File: src/rtl/u_lsu_resp.sv
// u_lsu_resp: turns one execute-stage LSU request into a single valid/ready
// data-memory bus transaction. Returns lane-extracted, zero-filled load data.
// Holds the execute stage via lsu_busy until the response cycle.
module u_lsu_resp #(
  parameter int unsigned TIMEOUT = 255
) (
  input  logic        clk,
  input  logic        rstn,
  // execute-stage LSU side
  input  logic [31:0] lsu_a,
  input  logic [3:0]  lsu_we,
  input  logic [31:0] lsu_wd,
  input  logic [3:0]  lsu_re,
  output logic        lsu_vld,
  output logic [31:0] lsu_rd,
  output logic        lsu_err,
  output logic        lsu_busy,
  // data-memory bus side
  output logic        mem_req,
  output logic [3:0]  mem_we,
  output logic [29:0] mem_a,
  output logic [31:0] mem_wd,
  input  logic        mem_gnt,
  input  logic        mem_rvld,
  input  logic [31:0] mem_rd
);

  typedef enum logic [1:0] {
    IDLE = 2'd0,
    REQ  = 2'd1,
    RDAT = 2'd2,
    RESP = 2'd3
  } state_t;

  // Last waiting cycle before the timeout fires; the counter is 8 bits wide.
  localparam logic [7:0] TO_LAST = 8'(TIMEOUT - 1);

  state_t      state_q, state_d;
  logic [29:0] a_q,   a_d;
  logic [3:0]  we_q,  we_d;
  logic [31:0] wd_q,  wd_d;
  logic [3:0]  re_q,  re_d;
  logic        err_q, err_d;
  logic [7:0]  cnt_q, cnt_d;
  logic [31:0] rd_q,  rd_d;

  logic        req_in;
  logic        illegal_in;
  logic        timed_out;
  logic [31:0] rd_extract;

  // Byte offset bits never reach the word-addressed bus; lane enables carry that info.
  logic unused_addr_lsb;
  assign unused_addr_lsb = &{1'b0, lsu_a[1:0]};

  // Only naturally aligned byte, halfword and word masks are supported.
  function automatic logic mask_ok(input logic [3:0] m);
    logic ok;
    case (m)
      4'b0001, 4'b0010, 4'b0100, 4'b1000,
      4'b0011, 4'b1100, 4'b1111: ok = 1'b1;
      default:                   ok = 1'b0;
    endcase
    return ok;
  endfunction

  // Zero the disabled lanes, then right-justify from the lowest enabled lane.
  function automatic logic [31:0] extract(input logic [3:0] re, input logic [31:0] d);
    logic [31:0] masked;
    logic [4:0]  shamt;
    for (int i = 0; i < 4; i++) begin
      masked[8*i +: 8] = re[i] ? d[8*i +: 8] : 8'h00;
    end
    casez (re)
      4'b???1: shamt = 5'd0;
      4'b??10: shamt = 5'd8;
      4'b?100: shamt = 5'd16;
      4'b1000: shamt = 5'd24;
      default: shamt = 5'd0;
    endcase
    return masked >> shamt;
  endfunction

  assign req_in     = (|lsu_we) | (|lsu_re);
  assign illegal_in = ((|lsu_we) & (|lsu_re)) | ~mask_ok(lsu_we | lsu_re);
  assign timed_out  = (cnt_q == TO_LAST);
  assign rd_extract = extract(re_q, mem_rd);

  // State and captured-request registers; rstn aborts any transaction silently.
  always_ff @(posedge clk or negedge rstn) begin
    if (!rstn) begin
      state_q <= IDLE;
      a_q     <= '0;
      we_q    <= '0;
      wd_q    <= '0;
      re_q    <= '0;
      err_q   <= 1'b0;
      cnt_q   <= '0;
      rd_q    <= '0;
    end else begin
      state_q <= state_d;
      a_q     <= a_d;
      we_q    <= we_d;
      wd_q    <= wd_d;
      re_q    <= re_d;
      err_q   <= err_d;
      cnt_q   <= cnt_d;
      rd_q    <= rd_d;
    end
  end

  // Next-state logic: capture in IDLE, bus handshake in REQ/RDAT, one-cycle RESP.
  always_comb begin
    state_d = state_q;
    a_d     = a_q;
    we_d    = we_q;
    wd_d    = wd_q;
    re_d    = re_q;
    err_d   = err_q;
    cnt_d   = cnt_q;
    rd_d    = rd_q;
    case (state_q)
      IDLE: begin
        if (req_in) begin
          a_d  = lsu_a[31:2];
          we_d = lsu_we;
          wd_d = lsu_wd;
          re_d = lsu_re;
          if (illegal_in) begin
            // Rejected without touching the bus.
            err_d   = 1'b1;
            rd_d    = '0;
            state_d = RESP;
          end else begin
            err_d   = 1'b0;
            cnt_d   = '0;
            state_d = REQ;
          end
        end
      end
      REQ: begin
        if (mem_gnt) begin
          if (|we_q) begin
            state_d = RESP;
          end else begin
            cnt_d   = '0;
            state_d = RDAT;
          end
        end else if (timed_out) begin
          err_d   = 1'b1;
          rd_d    = '0;
          state_d = RESP;
        end else begin
          cnt_d = cnt_q + 8'd1;
        end
      end
      RDAT: begin
        if (mem_rvld) begin
          rd_d    = rd_extract;
          state_d = RESP;
        end else if (timed_out) begin
          err_d   = 1'b1;
          rd_d    = '0;
          state_d = RESP;
        end else begin
          cnt_d = cnt_q + 8'd1;
        end
      end
      RESP: begin
        // Execute registers advance at the end of this cycle, so no capture here.
        state_d = IDLE;
      end
      default: begin
        state_d = IDLE;
      end
    endcase
  end

  // Bus and response outputs decoded from the registered state.
  always_comb begin
    mem_req  = (state_q == REQ);
    mem_we   = (state_q == REQ) ? we_q : 4'b0000;
    mem_a    = a_q;
    mem_wd   = wd_q;
    lsu_vld  = (state_q == RESP);
    lsu_err  = (state_q == RESP) & err_q;
    lsu_rd   = rd_q;
    // Combinational so the stall is already raised in the capture cycle.
    lsu_busy = ((state_q == IDLE) & req_in) | (state_q == REQ) | (state_q == RDAT);
  end

endmodule

File: config.mk
export PLATFORM = sky130hd
export DESIGN_NAME = u_lsu_resp
export DESIGN_NICKNAME = d
export VERILOG_FILES = /design/src/rtl/u_lsu_resp.sv
export SDC_FILE = /design/constraint.sdc
export NUM_CORES = 1
export LEC_CHECK = 0
export CORE_MARGIN = 4
export CORE_UTILIZATION = 39
export CTS_CLUSTER_SIZE = 24
export DETAILED_ROUTE_END_ITERATION = 10
export HOLD_SLACK_MARGIN = 0.1
export PLACE_DENSITY = 0.77
export SYNTH_ARGS = -nofsm -noshare
export SYNTH_HDL_FRONTEND = slang
export SYNTH_SLANG_ARGS = --single-unit
File: constraint.sdc
create_clock -name clk -period 1.94 [get_ports clk]
set_input_delay 0.388 -clock clk [delete_from_list [all_inputs] [get_ports clk]]
set_output_delay 0.388 -clock clk [all_outputs]
set_load 0.03 [all_outputs]
# Word-level counts from Yosys, hierarchy flattened
# Index checks and enable logic that the tools add are counted.
[totals]
rom_bits = 0
in_bits = 108
n_memories = 0
out_inout_bits = 102
reg_bits = 113
latchBits = 0
elab_cells = 82
ram_bits = 0
[op_classes]
n_mux = 33
n_shift = 1
n_addsub = 1
magnitude_cmp = 0
bitwise_logic = 9
n_eq_ne = 20
div = 0
n_reduce_logical = 10
multipliers = 0
[ops]
columns = ["cell", "n"]
rows = [
  ["two-way mux 32 bit", 5],
  ["case mux 32 bit (3 select lines)", 1],
  ["two-way mux 8 bit", 10],
  ["right shift 32 x 5 -> 32 bit", 1],
  ["case mux 8 bit (3 select lines)", 1],
  ["equality test 4 bit, second input constant", 4],
  ["case mux 5 bit (3 select lines)", 1],
  ["OR reduction 4 bit", 3],
  ["two-way mux 2 bit", 5],
  ["inequality test 2 bit, second input constant", 5],
  ["adder 8 x 1 -> 8 bit, second input constant", 1],
  ["equality test 4 x 2 -> 1 bit, second input constant", 2],
  ["equality test 8 bit, second input constant", 1],
  ["case mux 2 bit (4 select lines)", 1],
  ["AND reduction 4 bit", 2],
  ["two-way mux 1 bit", 7],
  ["OR reduction 7 bit", 1],
  ["equality test 2 bit, second input constant", 3],
  ["AND reduction 5 bit", 1],
  ["equality test 4 x 1 -> 1 bit, second input constant", 1],
  ["equality test 4 x 3 -> 1 bit, second input constant", 1],
  ["two-way mux 4 bit", 1],
  ["OR 1 bit", 4],
  ["OR 4 bit", 1],
  ["9 further kinds", 11],
]

# Depth between registers and ports, before layout
# Gate-level depths: netlist of the first run.
[logic_depth]
word_depth = 9
depth_mapped = 10
depth_no_buf = 7

# Worst setup path before layout of the first run
# OpenSTA, ideal clock, no wires.
[synth_path]
kind = "input-to-output"
startpoint = "in lsu_we[3]"
endpoint = "out lsu_busy"
path_slack_ns = -0.283
path_stages = 4
required_ns = 1.552
n_path_buf = 1
arrival_ns = 1.835
path_cell_list = "or4_1 o21ai_1 clkbuf_1 nand2_1"
[synth_between]
elab_chain_cells = 5
[synth_lines]
columns = ["element", "line", "rtl"]
rows = [
  ["start: declaration", "11", "input logic [3:0] lsu_we,"],
  ["OR reduction 4 bit", "84", "assign req_in = (|lsu_we) | (|lsu_re);"],
  ["OR 1 bit", "84", ""],
  ["bitwise AND 1 bit", "189", "lsu_busy = ((state_q == IDLE) & req_in) | (state_q == REQ) | (state_q == RDAT);"],
  ["OR 1 bit (2 in series)", "189", ""],
  ["end: declaration", "17", "output logic lsu_busy,"],
]
# Every way passes these cells.

# Final worst setup path of the first run
[layout_path]
startpoint = "in lsu_re[1]"
endpoint = "out lsu_busy"
[layout_between]
elab_chain_cells = 5
[layout_lines]
columns = ["element", "line", "rtl"]
rows = [
  ["start: declaration", "13", "input logic [3:0] lsu_re,"],
  ["OR reduction 4 bit", "84", ""],
  ["OR 1 bit", "84", ""],
  ["bitwise AND 1 bit", "189", ""],
  ["OR 1 bit (2 in series)", "189", ""],
]
# Every way passes these cells.

==> results.cfg, run 1 <==
[sta]
period_share_pct = 101
relSlewSlack_pct = 58.6
maxSlewViolCount = 0
rsz0062_at_grt = true
fin_crit_ns = 1.96
fmax_mhz = 510
tightest_slew_ns = 0.620
hold_viol = 0
timing.final.ws_setup_ns = -0.0203
finClkSkew_ns = 0.00687
finalSetupViolCount = 3

[clock_network]
clk_path_buf_depth = 2
htreeDepth = 4
cts_buffers = 17
clk_pin_slew_ns = 0.05
root_buffer = clkbuf_16
cts.sinks = 113
cts_tree = built
clk_latency_ns = 0.41

[floorplanning]
die_height_microns = 122
io_pins = 210
die_area_sq_um = 14800
die_x_microns = 122
initial_core_util_pct = 39.9
rows = 41
core_area_sq_um = 12600

[final_layout]
fin_nets = 793
seq_area_sq_um = 2830
fillers = 919
diodes = 0
post-route-util_pct = 68.4
multi_input_area_sq_um = 2290
final_common_cell = clkdlybuf4s50_1
drive_above_1_share_pct = 28.7
syn_to_final_growth_pct = 71.6
final_cell_mix = 190 x clkdlybuf4s50_1, 112 x dfrtp_1, 62 x mux2_2, 55 x nand2_1, 41 x buf_4

[placement]
dp_hpwl_microns = 11600
port_buffers = 207
dp_slack_ns = -0.691
gp_congestion = 0.936

[logic_synthesis]
synth_cells = 420
yosysWarnings = 0
ys_ff_latch = 113
synth_cell_types = 42
post_synth.cell_area_avg_sq_um = 12.0
yosysSeqAreaShare_pct = 56.2
syn_area_sq_um = 5030
syn-num-nets = 535

[outcome]
violations = setup timing
outcome = finished with violations

[routing]
route.vias.total = 4624
drcViolationCount = 0
wire_per_inst_microns = 18.8
wl_microns = 16200
first_pass_iters = 7
antenna_left = 0
via_per_inst = 5.36
first_iter_violations = 381

[global_route]
grt_overflow = 0
track_usage_pct = 21.5
grt_max_degree = 62
first_global_vias = 4963
antenna_found_initial = 0
grt_pass1_wl_microns = 25100

[power_and_ir_drop]
p_leak_nw = 3.67
ir_drop_v = 0.000911
p_per_area_nw_per_um2 = 1820

[flow_run]
max-cap-violations = 0

[worst_setup_path]
worst_setup_path_start_kind = input port
critPathRequiredTime_ns = 1.55
crit_type = in2out
path_max_fanout = 3
crit_path_end_kind = output pin
crit_arrival_ns = 1.57

[hold_path]
hp-class = in2reg
-- final timing paths --
check	from	endpoint	slack, ns	cells past startpoint
worst max register to register	state_q[1]	lsu_rd[25]	0.06	9
min in group asynchronous	rstn	mem_a[23]	0.43	2
max in group asynchronous	rstn	mem_a[29]	0.82	3
worst min register to register	lsu_rd[10]	lsu_rd[10]	0.49	1
worst max-delay path	lsu_re[1]	lsu_busy	-0.02	5
worst min-delay path	lsu_re[2]	re_q[2]	0.34	4
-- synth_stat cells, drive strengths merged --
library cell  number  share of area, %
buf               12               1.4
inv                7              0.52
nor3b              1              0.15
o22ai              2              0.25
o31ai              1              0.15
a22oi              1              0.15
o21ai             14               1.4
nor4               3              0.37
ha                 7               1.7
a222oi             8               1.6
o311ai             1              0.32
o311a              1              0.20
o31a               2              0.35
o2bb2ai            8               1.4
nand4              2              0.25
nor2b              4              0.50
dfrtp            113                56
nor2              13               1.0
a31oi              5              0.62
a21oi             18               1.8
or4                2              0.30
nand3              5              0.50
o211a              1              0.20
a32o               8               1.6
a41oi              3              0.52
a31o               1              0.17
clkbuf            12              0.92
o32a               1              0.20
o211ai             1              0.15
and3               3              0.47
nand2             57               4.3
a22o              27               4.7
and2               9               1.1
xnor2              1              0.17
or2                1              0.12
nor3               3              0.30
mux2              62                14
-- registers in the layout (all words and copies together), names as in the netlist --
name and count:
lsu_rd 32, mem_wd 32, mem_a 30, cnt_q 8, re_q 4, we_q 4, state_q 2, err_q 1
-- cell type report --
type	count	share of cell area, %
flip-flops and latches	113	32.8
repair buffers	263	30.4
multi-input cells	276	26.5
clock buffers	22	5.38
well taps	172	2.49
clock inverters	10	2.10
inverters	7	0.304
-- where the power goes --
| part | internal [mW] | switching [mW] | leakage (nW) |
|---|---|---|---|
| sequential | 3.27 | 0.512 | 1.41 |
| combinational | 3.93 | 4.57 | 1.95 |
| clock | 2.34 | 1.05 | 0.314 |
| total | 9.54 | 6.13 | 3.67 |
-- cells by family (layout without fill, tap and decap cells) --
logic type,after synthesis,count (layout),share of synthesized area (%)
buffers and inverters,31,302,2.89
xor gates and xnor gates,1,1,0.174
AOI/OAI and AO/OA,103,103,15.7
and+or+nand+nor,103,103,9.35
DFF,113,113,56.2
muxes,62,62,13.9
adders and majority gates,7,7,1.74
-- worst max-delay path, stage by stage --
cell	delay, ns
clkdlybuf4s15_1	0.19
or4_4	0.58
o21ai_4	0.18
nand2_1	0.09
buf_6	0.14
-- through the flow --
step                      TNS [ns]  cell area [sq um]  power [mW]  hold slack [ns]  std cells
after detailed placement    -60.19               7640        11.5            0.312        817
after global routing        -0.907               8630        16.4            0.380        863
after floorplan              -4.59               5060        8.22           0.0924        420
after global placement      -52.79               7640        11.3            0.302        817
final                      -0.0241               8630        15.7            0.341        863
after CTS                  -0.0681               8500        15.4            0.419        858
-- metal layers --
| layer | track usage (%) | routed length, microns | part of all wire (%) |
|---|---|---|---|
| met2 | 37.2 | 8190 | 50 |
| met5 | 0 | 0 | 0 |
| met4 | 7.98 | 381 | 2.3 |
| met1 | 24.6 | 6100 | 38 |
| met3 | 7.61 | 1570 | 9.7 |
-- what timing repair did --
action,in CTS,in global routing
hold endpoints to repair,22,0
pin swaps,10,13
gates cloned,2,0
setup endpoints to repair,111,49
gates resized for setup,52,34
hold buffers,1,0
buffers inserted,7,5
Note: power is estimated with default switching activity, not from simulation.
==> inputs of run 2 (changes only) <==
--- a/config.mk
+++ b/config.mk
@@ -6,11 +6,13 @@
 export NUM_CORES = 1
 export LEC_CHECK = 0
 export CORE_MARGIN = 4
-export CORE_UTILIZATION = 39
+export CORE_UTILIZATION = 46
+export CTS_CLUSTER_DIAMETER = 100
 export CTS_CLUSTER_SIZE = 24
 export DETAILED_ROUTE_END_ITERATION = 10
 export HOLD_SLACK_MARGIN = 0.1
-export PLACE_DENSITY = 0.77
+export MAX_ROUTING_LAYER = met4
+export PLACE_DENSITY = 0.85
 export SYNTH_ARGS = -nofsm -noshare
 export SYNTH_HDL_FRONTEND = slang
 export SYNTH_SLANG_ARGS = --single-unit
==> constraint.sdc (replaced) <==
create_clock -name clk -period 2.5 [get_ports clk]
set_input_delay 0.5 -clock clk [delete_from_list [all_inputs] [get_ports clk]]
set_output_delay 0.5 -clock clk [all_outputs]
set_load 0.03 [all_outputs]
==> results.cfg, run 2 (same netlist as run 1, synthesis figures left out) <==
[routing]
route.vias.total = 4535
wire_per_inst_microns = 20.3
via_per_inst = 5.65
wl_microns = 16300
first_pass_iters = 6
first_iter_violations = 385
antenna_left = 0
drcViolationCount = 0

[global_route]
grt_pass1_wl_microns = 26100
track_usage_pct = 26.9
first_global_vias = 4872
grt_overflow = 0
grt_max_degree = 60
antenna_found_initial = 0

[clock_network]
htreeDepth = 4
cts_buffers = 17
clk_path_buf_depth = 2
clk_latency_ns = 0.50
clk_pin_slew_ns = 0.06
root_buffer = clkbuf_8
cts_tree = built
cts.sinks = 113

[worst_setup_path]
path_max_fanout = 2
crit_arrival_ns = 1.90
worst_setup_path_start_kind = input port
crit_path_end_kind = output pin
critPathRequiredTime_ns = 2.00
critPathMaxStageDelay_ns = 0.57
worstPathCellList = clkdlybuf4s50_1 -> or4_4 -> o21ai_4 -> nand2_1 -> buf_2
crit_family = simple AND/OR/NAND/NOR gates
cp_num_buf_inv = 2
slowest_stage = or4_4
crit_type = in2out

[sta]
relSlewSlack_pct = 33.9
fin_crit_ns = 2.40
hold_viol = 0
whs_ns = 0.489
fmax_mhz = 417
period_share_pct = 95.9
finalSetupViolCount = 0
tightest_slew_ns = 0.989
maxSlewViolCount = 0
finClkSkew_ns = 0.00693
rsz0062_at_grt = false

[placement]
port_buffers = 207
gp_congestion = 0.928
dp_hpwl_microns = 12300

[power_and_ir_drop]
p_sw_mw = 4.58
clock_power_share_pct = 21.7
intPower_mw = 6.57
sw_frac_of_total_pct = 41.1
power_frac_comb_pct = 51.5
p_leak_nw = 3.43
ir_drop_v = 0.000772
p_per_area_nw_per_um2 = 1390
seqPwrFrac_pct = 26.8

[final_layout]
drive_above_1_share_pct = 20.3
final_common_cell = clkdlybuf4s50_1
syn_to_final_growth_pct = 59.7
final_cell_mix = 199 x clkdlybuf4s50_1, 113 x dfrtp_1, 62 x mux2_2, 57 x nand2_1
fin_nets = 767
post-route-util_pct = 76.4

[hold_path]
hp-class = reg2reg

[floorplanning]
core_area_sq_um = 10500
die_height_microns = 113
die_x_microns = 113
io_pins = 210
rows = 37
die_area_sq_um = 12700
initial_core_util_pct = 47.9

[flow_run]
max-cap-violations = 0

[outcome]
outcome = completed
[run 2: cell types whose count changed in the layout (fill, tap and decap cells not counted), moves of 4 or more]
cell,delta
and2_4,-4
buf_12,-5
and2_1,+5
o2bb2ai_1,+6
o2bb2ai_2,-6
clkdlybuf4s50_1,+9
buf_4,-14
buf_6,-10
inv_6,+4
[run 2: through the flow]
step                setup slack (ns)  TNS (ns)  total power, mW  instances  cell area, sq um
floorplan                     0.0528         0             6.35        420              5030
global placement              -0.351    -22.06             8.55        768              7420
detailed placement            -0.337    -24.05             8.75        768              7420
CTS                         0.000244         0             11.2        801              8030
global route               0.0000639         0             11.7        801              8030
finish                         0.103         0             11.2        802              8030
[run 2: power groups by stage]
stage | clock network, mW | registers [mW] | logic [mW]
after detailed placement | 0 | 3.00 | 5.74
after CTS | 2.45 | 2.98 | 5.76
final | 2.42 | 2.99 | 5.75
after global placement | 0 | 2.95 | 5.60
after global routing | 2.56 | 3.09 | 6.09
after floorplan | 0 | 4.09 | 2.26
[run 2: repair_timing]
action / 4_1_cts / 5_1_grt
setup endpoints to repair: 6 / 6
gates resized for setup: 11 / 8
endpoints found under the hold margin: 32 / 0
setup buffers: 0 / 0
hold buffers: 1 / 0
[run 2: worst register-to-register path, stage by stage (launching register included)]
cell     delay [ns]
dfrtp_1        0.41
inv_1          0.14
ha_1           0.38
inv_1          0.17
o31a_1         0.39
o311a_1        0.18
and3_4         0.24
a22o_1         0.20
[run 2: path summary, 6_finish.rpt]
check	endpoint	depth (start not counted)	slack, ns	from
min reg2reg	lsu_rd[2]	1	0.49	lsu_rd[2]
max	lsu_busy	5	0.10	lsu_we[0]
max reg2reg	lsu_rd[25]	7	0.29	state_q[0]
max in group asynchronous	mem_a[16]	3	1.36	rstn
min in group asynchronous	lsu_rd[29]	2	0.51	rstn
min	lsu_rd[2]	1	0.49	lsu_rd[2]
[run 2: area by class of cell]
class	instances	area, sq um
Sequential cell	113	2830
Fill cell	681	2480
Timing Repair Buffer	237	2330
Multi-Input combinational cell	276	2080
Clock buffer	18	418
Clock inverter	14	178
Tap cell	136	170
Inverter	7	26.3
Antenna cell	1	2.50
[run 2: routing by layer]
metal	up-vias	part of all wire (%)	track usage, %
met5	-	0	-
met4	0	2.8	10.6
met3	31	8.0	6.74
met2	274	50	43.4
met1	2203	39	32.4
li1	2027	-	-
==> inputs of run 3 (changes only) <==
--- a/config.mk
+++ b/config.mk
@@ -5,14 +5,15 @@
 export SDC_FILE = /design/constraint.sdc
 export NUM_CORES = 1
 export LEC_CHECK = 0
+export ABC_AREA = 1
 export CORE_MARGIN = 4
-export CORE_UTILIZATION = 46
+export CORE_UTILIZATION = 47
 export CTS_CLUSTER_DIAMETER = 100
 export CTS_CLUSTER_SIZE = 24
 export DETAILED_ROUTE_END_ITERATION = 10
 export HOLD_SLACK_MARGIN = 0.1
 export MAX_ROUTING_LAYER = met4
-export PLACE_DENSITY = 0.85
+export PLACE_DENSITY = 0.88
 export SYNTH_ARGS = -nofsm -noshare
 export SYNTH_HDL_FRONTEND = slang
 export SYNTH_SLANG_ARGS = --single-unit
==> constraint.sdc (replaced) <==
create_clock -name clk -period 2.7 [get_ports clk]
set_input_delay 0.54 -clock clk [delete_from_list [all_inputs] [get_ports clk]]
set_output_delay 0.54 -clock clk [all_outputs]
set_load 0.03 [all_outputs]
==> results.cfg, run 3 <==
[outcome]
outcome = completed

[clock_network]
clk_latency_ns = 0.42
htreeDepth = 4
cts.sinks = 113
clk_path_buf_depth = 2
cts_buffers = 17
root_buffer = clkbuf_16
cts_tree = built
post_cts_buffers = 0
clk_pin_slew_ns = 0.06

[floorplanning]
rows = 42
io_pins = 210
die_area_sq_um = 15700
die_height_microns = 125
initial_core_util_pct = 48.4
core_area_sq_um = 13400
die_x_microns = 125

[sta]
rsz0062_at_grt = false
maxSlewViolCount = 0
hold_viol = 0
fin_crit_ns = 2.55
tightest_slew_ns = 0.635
whs_ns = 0.503
relSlewSlack_pct = 57.6
timing.final.ws_setup_ns = 0.145
period_share_pct = 94.6
final.setup.tns_ns = 0
finalSetupViolCount = 0
fmax_mhz = 391
finClkSkew_ns = 0.0108

[logic_synthesis]
yosys.area.top_type = dfrtp_1
synth_cell_types = 29
yosysWarnings = 0
synth_ff_type = dfrtp_1
synth_edf_count = 0
synth.most_common_cell = nand2_1
synth_commonest_cells = 196 x nand2_1, 113 x dfrtp_1, 98 x nand3_1, 62 x mux2_2, 55 x inv_1
post_synth.cell_area_avg_sq_um = 8.64
yosysSeqAreaShare_pct = 43.6
synth_cells = 751
async_flop_share_pct = 100
syn_area_sq_um = 6490
synth_top_area_share_pct = 43.6
syn-num-nets = 866
synthTopCellsByArea = dfrtp_1 44%, nand2_1 11%, mux2_2 11%
ys_ff_latch = 113

[worst_setup_path]
slowest_stage = clkdlybuf4s50_1
cp_num_buf_inv = 2
crit_family = buffers and inverters
rrSetupSlack_ns = 0.65
crit_path_end_kind = output pin
worst-path-stages = 3
path_max_fanout = 11
r2r-start = re_q[3]
r2r_cells = 8
crit_arrival_ns = 2.01
worstPathCellList = inv_1 -> ha_2 -> clkdlybuf4s50_1
crit_type = reg2out
crit_start = state_q[1]
worst_setup_path_start_kind = register
critPathMaxStageDelay_ns = 0.71
worstReg2RegEnd = lsu_rd[4]
cp-endpoint = mem_req
critPathRequiredTime_ns = 2.16

[power_and_ir_drop]
p_leak_nw = 4.33
ir_drop_v = 0.000958
p_per_area_nw_per_um2 = 1250

[routing]
dr_wl_met3_microns = 1780
drcViolationCount = 0
wl_met1_microns = 7590
wire_per_inst_microns = 17.0
highest_layer = met4
first_iter_violations = 548
via_per_inst = 5.20
route.vias.total = 5943
wl_met2_microns = 9630
wl_microns = 19500
first_pass_iters = 5
antenna_left = 0

[final_layout]
fin_nets = 1069
syn_to_final_growth_pct = 42.9
seq_area_sq_um = 2830
final_common_cell = clkdlybuf4s50_1
drive_above_1_share_pct = 20.5
post-route-util_pct = 69.2
fillers = 1039
multi_input_area_sq_um = 3140
diodes = 0
final_cell_mix = 201 x clkdlybuf4s50_1, 196 x nand2_1, 113 x dfrtp_1, 98 x nand3_1, 62 x mux2_2

[placement]
gp_congestion = 0.934
port_buffers = 207
dp_slack_ns = 0.305
dp_hpwl_microns = 13500

[global_route]
grt_max_degree = 79
track_usage_pct = 25.7
grt_pass1_wl_microns = 31400
first_global_vias = 6160
antenna_found_initial = 0
grt_overflow = 0

[hold_path]
whs_path_depth = 1
hp-class = reg2reg

[flow_run]
max-cap-violations = 0
[run 3: layout make-up]
cell class	instances	share of cell area [%]
inverter	59	2.39
clock buffer	17	4.59
multi-input combinational	541	33.8
sequential	113	30.5
clock inverter	15	2.09
timing repair buffer	222	24.2
tap	176	2.38
[run 3: cells by family after synthesis]
kind of cell,after synthesis,synth area share [%]
simple gates,393,27.9
flops,113,43.6
buf+inv,97,8.08
compound gates,78,8.14
mux,62,10.8
fa+ha+maj,7,1.35
xor+xnor,1,0.135
[run 3: per-stage QoR]
| stage | cell area, sq um | cells | power [mW] |
|---|---|---|---|
| 3_5_place_dp | 8630 | 1110 | 9.20 |
| 2_1_floorplan | 6490 | 751 | 7.12 |
| 6_report | 9270 | 1143 | 11.6 |
| 3_3_place_gp | 8630 | 1110 | 9.05 |
| 4_1_cts | 9260 | 1143 | 11.7 |
| 5_1_grt | 9270 | 1143 | 12.3 |
[run 3: worst min path at each step]
stage                             to  slack, ns        from
after floorplan             cnt_q[0]       0.24        rstn
after global placement    mem_wd[13]       0.49  mem_wd[13]
final                      mem_a[16]       0.50   mem_a[16]
after global routing       mem_wd[5]       0.52   mem_wd[5]
after CTS                  mem_wd[5]       0.51   mem_wd[5]
after detailed placement    mem_a[1]       0.49    mem_a[1]
[run 3: timing repair]
item | 4_1_cts | 5_1_grt
endpoints found under the hold margin | 3 | 0
gates resized for setup | 1 | 4
endpoints found under the setup margin | 4 | 4
pin swaps | 0 | 0
hold buffers | 1 | 0
[run 3: layer usage]
layer	up-vias	global-route usage, %
met5	-	-
li1	2871	-
met2	267	41.7
met3	40	8.96
met4	0	8.86
met1	2765	29.7
[run 3: report_power, final]
part	leakage (nW)	switching, mW	internal (mW)
combinational	2.62	3.86	2.51
sequential	1.41	0.520	2.36
clock	0.301	0.882	1.48
